<file path="config.mk">
export PLATFORM = sky130hd
export DESIGN_NAME = streebog_core_lps_v2
export DESIGN_NICKNAME = d
export VERILOG_FILES = /design/src/rtl/streebog_lps_pkg.sv /design/src/rtl/streebog_lps_ctrl.sv /design/src/rtl/streebog_rom_a_matrix.sv /design/src/rtl/streebog_rom_s_table.sv /design/src/rtl/streebog_core_lps_v2.sv
export SDC_FILE = /design/constraint.sdc
export NUM_CORES = 2
export LEC_CHECK = 0
export ABC_AREA = 0
export BUFFER_PORTS_ARGS = -buffer_cell sky130_fd_sc_hd__buf_2
export CAP_MARGIN = 15
export CORE_AREA = 2 2 400 402
export DETAILED_ROUTE_END_ITERATION = 7
export DIE_AREA = 0 0 402 404
export GPL_TIMING_DRIVEN = 0
export HOLD_SLACK_MARGIN = 0.02
export PLACE_DENSITY = 0.55
export SYNTH_ARGS = -nofsm -noshare
export SYNTH_HDL_FRONTEND = slang
export SYNTH_SLANG_ARGS = --single-unit
</file>
<file path="constraint.sdc">
create_clock -name clk -period 5.7 [get_ports clk]
set_clock_uncertainty 0.1 [all_clocks]
set_input_delay 1.14 -clock clk [delete_from_list [all_inputs] [get_ports clk]]
set_output_delay 1.14 -clock clk [all_outputs]
set_load 0.05 [all_outputs]
</file>
<file path="src/rtl/streebog_lps_pkg.sv">
// Shared definitions for the Streebog LPS core: parameter legality, per-stage
// slice widths, counter widths and the controller state encoding.
package streebog_lps_pkg;

    function automatic bit ps_legal(input int n);
        return (n == 1) || (n == 2) || (n == 4) || (n == 8);
    endfunction

    function automatic bit l_legal(input int n);
        return (n == 1) || (n == 2) || (n == 4) || (n == 8) ||
               (n == 16) || (n == 32) || (n == 64);
    endfunction

    function automatic int ps_w(input int ps_stages);
        return 8 / ps_stages;
    endfunction

    function automatic int l_b(input int l_stages);
        return 64 / l_stages;
    endfunction

    // One-stage counters are absent; their index port stays one bit wide and tied to zero.
    function automatic int cnt_w(input int stages);
        return (stages > 1) ? $clog2(stages) : 1;
    endfunction

    typedef enum logic [1:0] {
        ST_IDLE,
        ST_RUN,
        ST_FLUSH
    } lps_state_e;

endpackage

</file>
<file path="src/rtl/streebog_lps_ctrl.sv">
// LPS sequencer: IDLE/RUN/FLUSH FSM, PS and L slice counters, handshake
// outputs and the one-cycle-delayed write offsets matching ROM latency.
module streebog_lps_ctrl
    import streebog_lps_pkg::*;
#(
    parameter int PS_STAGES = 8,
    parameter int L_STAGES  = 8,
    localparam int PS_CW    = cnt_w(PS_STAGES),
    localparam int L_CW     = cnt_w(L_STAGES)
) (
    input  logic             clk,
    input  logic             rst,
    input  logic             ena,
    output logic             rdy,
    output logic             last,
    output logic             done,
    output logic [PS_CW-1:0] ps_cnt,
    output logic [L_CW-1:0]  l_cnt,
    output logic             wr_en,
    output logic [PS_CW-1:0] wr_ps,
    output logic [L_CW-1:0]  wr_l
);

    lps_state_e state, state_next;
    logic       ps_wrap, l_wrap;

    assign l_wrap  = (L_STAGES == 1)  || (l_cnt == L_CW'(L_STAGES - 1));
    assign ps_wrap = (PS_STAGES == 1) || (ps_cnt == PS_CW'(PS_STAGES - 1));
    assign rdy     = (state == ST_IDLE);
    assign last    = (state == ST_FLUSH);

    always_comb begin
        state_next = state;
        case (state)
            ST_IDLE:  if (ena) state_next = ST_RUN;
            ST_RUN:   if (ps_wrap && l_wrap) state_next = ST_FLUSH;
            ST_FLUSH: state_next = ST_IDLE;
            default:  state_next = ST_IDLE;
        endcase
    end

    // NOTE: state registers use non-blocking assignment so all flops update from pre-edge values.
    always_ff @(posedge clk) begin
        if (rst) begin
            state <= ST_IDLE;
            done  <= 1'b0;
            wr_en <= 1'b0;
            wr_ps <= '0;
            wr_l  <= '0;
        end else begin
            state <= state_next;
            done  <= (state == ST_FLUSH);
            wr_en <= (state == ST_RUN);
            wr_ps <= ps_cnt;
            wr_l  <= l_cnt;
        end
    end

    if (L_STAGES > 1) begin : g_l_cnt
        always_ff @(posedge clk) begin
            if (rst)
                l_cnt <= '0;
            else if (state == ST_RUN)
                l_cnt <= l_wrap ? '0 : l_cnt + 1'b1;
        end
    end else begin : g_no_l_cnt
        assign l_cnt = '0;
    end

    if (PS_STAGES > 1) begin : g_ps_cnt
        always_ff @(posedge clk) begin
            if (rst)
                ps_cnt <= '0;
            else if (state == ST_RUN && l_wrap)
                ps_cnt <= ps_wrap ? '0 : ps_cnt + 1'b1;
        end
    end else begin : g_no_ps_cnt
        assign ps_cnt = '0;
    end

endmodule

</file>
<file path="src/rtl/streebog_rom_a_matrix.sv">
// Streebog linear-layer matrix A; returns, registered, the 64-bit mask whose
// parity against an input word yields output bit 'addr' of L().
module streebog_rom_a_matrix (
    input  logic        clk,
    input  logic [5:0]  addr,
    output logic [63:0] row
);

    // Entry i is XORed into the result when input bit (63-i) is set.
    localparam logic [63:0] A [64] = '{
        64'h8e20faa72ba0b470, 64'h47107ddd9b505a38, 64'had08b0e0c3282d1c, 64'hd8045870ef14980e,
        64'h6c022c38f90a4c07, 64'h3601161cf205268d, 64'h1b8e0b0e798c13c8, 64'h83478b07b2468764,
        64'ha011d380818e8f40, 64'h5086e740ce47c920, 64'h2843fd2067adea10, 64'h14aff010bdd87508,
        64'h0ad97808d06cb404, 64'h05e23c0468365a02, 64'h8c711e02341b2d01, 64'h46b60f011a83988e,
        64'h90dab52a387ae76f, 64'h486dd4151c3dfdb9, 64'h24b86a840e90f0d2, 64'h125c354207487869,
        64'h092e94218d243cba, 64'h8a174a9ec8121e5d, 64'h4585254f64090fa0, 64'haccc9ca9328a8950,
        64'h9d4df05d5f661451, 64'hc0a878a0a1330aa6, 64'h60543c50de970553, 64'h302a1e286fc58ca7,
        64'h18150f14b9ec46dd, 64'h0c84890ad27623e0, 64'h0642ca05693b9f70, 64'h0321658cba93c138,
        64'h86275df09ce8aaa8, 64'h439da0784e745554, 64'hafc0503c273aa42a, 64'hd960281e9d1d5215,
        64'he230140fc0802984, 64'h71180a8960409a42, 64'hb60c05ca30204d21, 64'h5b068c651810a89e,
        64'h456c34887a3805b9, 64'hac361a443d1c8cd2, 64'h561b0d22900e4669, 64'h2b838811480723ba,
        64'h9bcf4486248d9f5d, 64'hc3e9224312c8c1a0, 64'heffa11af0964ee50, 64'hf97d86d98a327728,
        64'he4fa2054a80b329c, 64'h727d102a548b194e, 64'h39b008152acb8227, 64'h9258048415eb419d,
        64'h492c024284fbaec0, 64'haa16012142f35760, 64'h550b8e9e21f7a530, 64'ha48b474f9ef5dc18,
        64'h70a6a56e2440598e, 64'h3853dc371220a247, 64'h1ca76e95091051ad, 64'h0edd37c48a08a6d8,
        64'h07e095624504536c, 64'h8d70c431ac02a736, 64'hc83862965601dd1b, 64'h641c314b2b8ee083
    };

    logic [63:0] row_c;

    // NOTE: every combinational output gets a default before the loop so no latch is inferred.
    always_comb begin
        row_c = '0;
        for (int m = 0; m < 64; m++) begin
            row_c[m] = A[63-m][addr];
        end
    end

    always_ff @(posedge clk) begin
        row <= row_c;
    end

endmodule

</file>
<file path="src/rtl/streebog_rom_s_table.sv">
// Streebog byte substitution table pi, registered read (one-cycle latency).
module streebog_rom_s_table (
    input  logic       clk,
    input  logic [7:0] addr,
    output logic [7:0] data
);

    localparam logic [7:0] PI [256] = '{
        8'hFC, 8'hEE, 8'hDD, 8'h11, 8'hCF, 8'h6E, 8'h31, 8'h16, 8'hFB, 8'hC4, 8'hFA, 8'hDA, 8'h23, 8'hC5, 8'h04, 8'h4D,
        8'hE9, 8'h77, 8'hF0, 8'hDB, 8'h93, 8'h2E, 8'h99, 8'hBA, 8'h17, 8'h36, 8'hF1, 8'hBB, 8'h14, 8'hCD, 8'h5F, 8'hC1,
        8'hF9, 8'h18, 8'h65, 8'h5A, 8'hE2, 8'h5C, 8'hEF, 8'h21, 8'h81, 8'h1C, 8'h3C, 8'h42, 8'h8B, 8'h01, 8'h8E, 8'h4F,
        8'h05, 8'h84, 8'h02, 8'hAE, 8'hE3, 8'h6A, 8'h8F, 8'hA0, 8'h06, 8'h0B, 8'hED, 8'h98, 8'h7F, 8'hD4, 8'hD3, 8'h1F,
        8'hEB, 8'h34, 8'h2C, 8'h51, 8'hEA, 8'hC8, 8'h48, 8'hAB, 8'hF2, 8'h2A, 8'h68, 8'hA2, 8'hFD, 8'h3A, 8'hCE, 8'hCC,
        8'hB5, 8'h70, 8'h0E, 8'h56, 8'h08, 8'h0C, 8'h76, 8'h12, 8'hBF, 8'h72, 8'h13, 8'h47, 8'h9C, 8'hB7, 8'h5D, 8'h87,
        8'h15, 8'hA1, 8'h96, 8'h29, 8'h10, 8'h7B, 8'h9A, 8'hC7, 8'hF3, 8'h91, 8'h78, 8'h6F, 8'h9D, 8'h9E, 8'hB2, 8'hB1,
        8'h32, 8'h75, 8'h19, 8'h3D, 8'hFF, 8'h35, 8'h8A, 8'h7E, 8'h6D, 8'h54, 8'hC6, 8'h80, 8'hC3, 8'hBD, 8'h0D, 8'h57,
        8'hDF, 8'hF5, 8'h24, 8'hA9, 8'h3E, 8'hA8, 8'h43, 8'hC9, 8'hD7, 8'h79, 8'hD6, 8'hF6, 8'h7C, 8'h22, 8'hB9, 8'h03,
        8'hE0, 8'h0F, 8'hEC, 8'hDE, 8'h7A, 8'h94, 8'hB0, 8'hBC, 8'hDC, 8'hE8, 8'h28, 8'h50, 8'h4E, 8'h33, 8'h0A, 8'h4A,
        8'hA7, 8'h97, 8'h60, 8'h73, 8'h1E, 8'h00, 8'h62, 8'h44, 8'h1A, 8'hB8, 8'h38, 8'h82, 8'h64, 8'h9F, 8'h26, 8'h41,
        8'hAD, 8'h45, 8'h46, 8'h92, 8'h27, 8'h5E, 8'h55, 8'h2F, 8'h8C, 8'hA3, 8'hA5, 8'h7D, 8'h69, 8'hD5, 8'h95, 8'h3B,
        8'h07, 8'h58, 8'hB3, 8'h40, 8'h86, 8'hAC, 8'h1D, 8'hF7, 8'h30, 8'h37, 8'h6B, 8'hE4, 8'h88, 8'hD9, 8'hE7, 8'h89,
        8'hE1, 8'h1B, 8'h83, 8'h49, 8'h4C, 8'h3F, 8'hF8, 8'hFE, 8'h8D, 8'h53, 8'hAA, 8'h90, 8'hCA, 8'hD8, 8'h85, 8'h61,
        8'h20, 8'h71, 8'h67, 8'hA4, 8'h2D, 8'h2B, 8'h09, 8'h5B, 8'hCB, 8'h9B, 8'h25, 8'hD0, 8'hBE, 8'hE5, 8'h6C, 8'h52,
        8'h59, 8'hA6, 8'h74, 8'hD2, 8'hE6, 8'hF4, 8'hB4, 8'hC0, 8'hD1, 8'h66, 8'hAF, 8'hC2, 8'h39, 8'h4B, 8'h63, 8'hB6
    };

    // NOTE: ROM output registers carry pure data qualified by the controller, so they take no reset.
    always_ff @(posedge clk) begin
        data <= PI[addr];
    end

endmodule

</file>
<file path="src/rtl/streebog_core_lps_v2.sv">
// Iterative Streebog LPS transform (dout = L(P(S(din)))) sliced over PS and L.
// Define STREEBOG_LPS_DIN_REG_EN to capture din at accept instead of requiring it held.
module streebog_core_lps_v2
    import streebog_lps_pkg::*;
#(
    parameter int PS_STAGES = 8,
    parameter int L_STAGES  = 8
) (
    input  logic         clk,
    input  logic         rst,
    input  logic         ena,
    output logic         rdy,
    output logic         last,
    output logic         done,
    input  logic [511:0] din,
    output logic [511:0] dout
);

    localparam int PS_W  = ps_w(PS_STAGES);
    localparam int L_B   = l_b(L_STAGES);
    localparam int PS_CW = cnt_w(PS_STAGES);
    localparam int L_CW  = cnt_w(L_STAGES);

    if (!ps_legal(PS_STAGES)) begin : g_bad_ps
        $error("PS_STAGES must be 1, 2, 4 or 8");
    end
    if (!l_legal(L_STAGES)) begin : g_bad_l
        $error("L_STAGES must be a power of two from 1 to 64");
    end

    logic [PS_CW-1:0] ps_cnt, wr_ps;
    logic [L_CW-1:0]  l_cnt, wr_l;
    logic             wr_en;
    logic [511:0]     src;

    streebog_lps_ctrl #(
        .PS_STAGES (PS_STAGES),
        .L_STAGES  (L_STAGES)
    ) u_ctrl (
        .clk    (clk),
        .rst    (rst),
        .ena    (ena),
        .rdy    (rdy),
        .last   (last),
        .done   (done),
        .ps_cnt (ps_cnt),
        .l_cnt  (l_cnt),
        .wr_en  (wr_en),
        .wr_ps  (wr_ps),
        .wr_l   (wr_l)
    );

`ifdef STREEBOG_LPS_DIN_REG_EN
    logic [511:0] din_q;

    always_ff @(posedge clk) begin
        if (ena && rdy && !rst)
            din_q <= din;
    end
    assign src = din_q;
`else
    assign src = din;
`endif

    // S-word w of this slice gathers byte (ps_cnt*PS_W+w) of every input word: that is P.
    logic [PS_W-1:0][7:0][7:0] s_addr;
    logic [L_B-1:0][5:0]       a_addr;
    wire  [PS_W-1:0][63:0]     s_word;
    wire  [L_B-1:0][63:0]      a_row;

    always_comb begin
        s_addr = '0;
        for (int w = 0; w < PS_W; w++) begin
            for (int j = 0; j < 8; j++) begin
                s_addr[w][j] = src[9'(64*j + 8*(int'(ps_cnt)*PS_W + w)) +: 8];
            end
        end
        a_addr = '0;
        for (int b = 0; b < L_B; b++) begin
            a_addr[b] = 6'(int'(l_cnt)*L_B + b);
        end
    end

    for (genvar w = 0; w < PS_W; w++) begin : g_s
        for (genvar j = 0; j < 8; j++) begin : g_byte
            streebog_rom_s_table u_s (
                .clk  (clk),
                .addr (s_addr[w][j]),
                .data (s_word[w][8*j +: 8])
            );
        end
    end

    for (genvar b = 0; b < L_B; b++) begin : g_a
        streebog_rom_a_matrix u_a (
            .clk  (clk),
            .addr (a_addr[b]),
            .row  (a_row[b])
        );
    end

    logic [511:0] dout_next;

    always_comb begin
        dout_next = dout;
        for (int w = 0; w < PS_W; w++) begin
            for (int b = 0; b < L_B; b++) begin
                dout_next[9'(64*(int'(wr_ps)*PS_W + w) + int'(wr_l)*L_B + b)] = ^(a_row[b] & s_word[w]);
            end
        end
    end

    always_ff @(posedge clk) begin
        if (rst)
            dout <= '0;
        else if (wr_en)
            dout <= dout_next;
    end

endmodule

</file>
==> summary.txt <==
Timing
  • Worst-Margin Slew: roughly 1.2 ns
  • Final Hold Viols: 0
  • Max-slew headroom: 0.175
  • Max Slew Vio Count: 0
  • Final Setup Violations: 0
  • Highest clock rate: between 0.15 and 0.2 GHz
  • Fin crit period: 5.66 ns
  • Period utilisation layout: 0.994
  • RSZ-0062 raised after global routing: false
  • Setup TNS: 0 ns

Placed design
  • I/O Buffers: 772
  • GP Congestion: between 1 and 1.5
  • Final HPWL DP: 175 mm
  • Placed cell area: roughly 0.046 mm²

GRT
  • Gr usage total: 0.272
  • First-pass GRT wire length: ~320 mm
  • Vias in the first global route: around 42,000
  • Initial antenna violation count: 11
  • Largest net degree at the start of global routing: 18
  • Congestion Overflow GR: 0

Run
  • Max Cap Viol: 0

Synth
  • Synth Flop Type: dfxtp_1
  • Post-synth ARST share: 0
  • Synthesized area: 0.0393 mm²
  • Top cells by area, synth: dfxtp_1, nand2_1, xnor2_1
  • Syn Nets: 5,430
  • Library cells used by synthesis: around 90
  • Post-synth top cells: dfxtp_1, nand2_1, nor2_1
  • Yosys warnings: 0
  • Number of synthesized flops with an enable pin: 0
  • Post-synthesis register bit count: ~700
  • Synth top area share: 0.357
  • Synth area leader: dfxtp_1
  • Cells after Synth: between 4,000 and 5,000
  • Register area share after synthesis: 0.357
  • Most frequent cell after synthesis: dfxtp_1
  • Mean Syn Cell Area: about 8.1 µm²

Clock tree
  • # hold bufs at CTS: 0
  • TritonCTS clock tree: built
  • Worst-path clk slew: roughly 0.060 ns
  • CTS Sinks: about 700
  • CTS buffer count: 73
  • Worst skew pair latency: 0.67 ns
  • H-tree Lvls: 3
  • Clk buf depth: 3
  • Root Driver: clkbuf_16

Setup path
  • Setup CP Type: flop to flop
  • CP max stage cell: clkbuf_1
  • WP data arrival: between 6 and 7 ns
  • Crit end category: flop
  • CP Launch Type: flop
  • Crit path cell chain: buf_6, buf_4, mux4_2, mux2i_4, buf_2, ha_1, clkbuf_1, nor2_1, o21ai_0, a21oi_1, nor4_1, o22ai_1, o21ai_1
  • Max stage delay on crit path: roughly 0.76 ns
  • Worst Path Buf+Inv: 4
  • CP Max Fanout: 13
  • Worst EP required: a little over 6 ns
  • CP top delay family: buffers and inverters

Die
  • Die width: 402 µm
  • IO Pins: slightly above 1,000
  • Die area: 0.162 mm²
  • Core area: between 0.15 and 0.2 mm²
  • Starting density of the core: 0.249
  • Die H: about 400 µm
  • Placement Rows: approximately 150

Cells and area
  • Fillers: about 17,000
  • Register Area: between 0.01 and 0.015 mm²
  • Area Overhead vs Synth: 23.0%
  • Final instance area: between 0.04 and 0.05 mm²
  • Layout cells sized above 1: 0.208
  • Layout Nets: approximately 6,300
  • Area of the multi-input gates: 0.0231 mm²

Route
  • DRC viols: 0
  • First-pass DRT Iterations: 7
  • Vias: roughly 44,000
  • Routed Antenna Nets: 0
  • Routed len/inst: about 30 µm
  • Wirelength, routed: 232 mm
  • DRT iter0 DRCs: 5,880
  • Number of vias per cell: between 5 and 6

Worst hold path
  • Min-delay worst type: flop to flop

Power and ir drop
  • Pint: 0.00949 W
  • Switching share of power: 0.433
  • Clock power share: 0.294
  • Sequential Power Share: 0.307
  • Maximum vdd ir drop: 0.409 mV
  • Switch Pwr: 0.00724 W
  • Comb pwr share: 0.399
  • PwrDens: roughly 350 mW/mm²
  • Static leakage: 19.4 nW

Status
  • Run status: finished clean
-- layout by cell type (no fill, tap or decap), types with 83 or more instances in the layout --
master / n
clkbuf_1: 270
nand2_1: 690
xnor2_1: 220
buf_2: 886
a21oi_1: 266
nor2b_1: 271
o21ai_0: 263
nor2_1: 474
nor3_1: 83
dfxtp_1: 701
a211oi_1: 214
nand3_1: 116
-- worst reg2reg max path, stage by stage (launching register included) --
cell	delay (ns)
dfxtp_1	0.48
buf_6	0.26
buf_4	0.35
mux4_2	0.66
mux2i_4	0.35
buf_2	0.44
ha_1	0.28
clkbuf_1	0.76
nor2_1	0.42
o21ai_0	0.27
a21oi_1	0.10
nor4_1	0.65
o22ai_1	0.16
o21ai_1	0.27
-- per-stage QoR --
step / std cells / setup slack, ns / total power, W / hold slack (ns) / utilization
floorplan: 4842 / 1.32 / 0.00905 / 0.210 / -
finish: 7832 / 0.0360 / 0.0167 / 0.226 / 0.307
detailed placement: 7693 / -0.848 / 0.0118 / 0.212 / 0.291
global placement: 7686 / -1.25 / 0.0118 / 0.210 / 0.290
global route: 7830 / 0.0144 / 0.0173 / 0.232 / 0.307
CTS: 7827 / 0.0541 / 0.0167 / 0.224 / 0.306
-- cells by family after synthesis --
kind of cell             Yosys count  share of synthesized area
adder cells (fa/ha/maj)           73                     0.0232
buffers and inverters            491                     0.0559
AND/OR/NAND/NOR                 1865                      0.220
flip-flops                       701                      0.357
multiplexers                     123                     0.0546
XOR/XNOR                         299                     0.0687
AO/OA/AOI/OAI                   1290                      0.221
-- routing by layer --
layer	global-route usage	part of all wire
met4	0.132	0.057
met5	0	0.000056
met2	0.435	0.45
met3	0.0647	0.10
met1	0.342	0.39
-- layout make-up --
cell class,count,area share
clock inverters,30,0.00765
repair buffers,782,0.0815
clock buffers,104,0.0437
inverters,64,0.00496
plain buffers,427,0.0407
diodes,2,0.000103
flip-flops and latches,701,0.290
multi-input cells,3650,0.478
well taps,2072,0.0536
-- power by group through the flow --
stage	Combinational [W]	Sequential (W)	Clock, W
final	0.00668	0.00514	0.00492
after floorplan	0.00379	0.00526	0
after global routing	0.00698	0.00514	0.00522
after detailed placement	0.00652	0.00524	0
after CTS	0.00653	0.00513	0.00502
after global placement	0.00656	0.00524	0
-- final timing paths --
| kind | startpoint | to | slack (ns) | cells after the start |
|---|---|---|---|---|
| worst min register to register | g_a[0].u_a.row_c[4] | g_a[0].u_a.row[31] | 0.23 | 0 |
| worst max-delay path | u_ctrl.ps_cnt[0] | g_s[0].g_byte[0].u_s.data[0] | 0.04 | 13 |
| worst min-delay path | g_a[0].u_a.row_c[4] | g_a[0].u_a.row[31] | 0.23 | 0 |
| worst max register to register | u_ctrl.ps_cnt[0] | g_s[0].g_byte[0].u_s.data[0] | 0.04 | 13 |
-- flip-flops by register name, indices dropped and copies added (netlist names) --
name / count
dout: 512
g_a.u_a.row: 131
g_a.u_a.row_c: 10
g_s.g_byte.u_s.data: 32
u_ctrl.done: 1
u_ctrl.l_cnt: 3
u_ctrl.ps_cnt: 3
u_ctrl.state: 2
u_ctrl.wr_en: 1
u_ctrl.wr_l: 3
u_ctrl.wr_ps: 3
-- timing repair --
item,in CTS,in global routing
gates resized for setup,8,6
hold endpoints to repair,0,0
setup buffers,0,3
endpoints found under the setup margin,8,6
(Power assumes the default switching activity.)
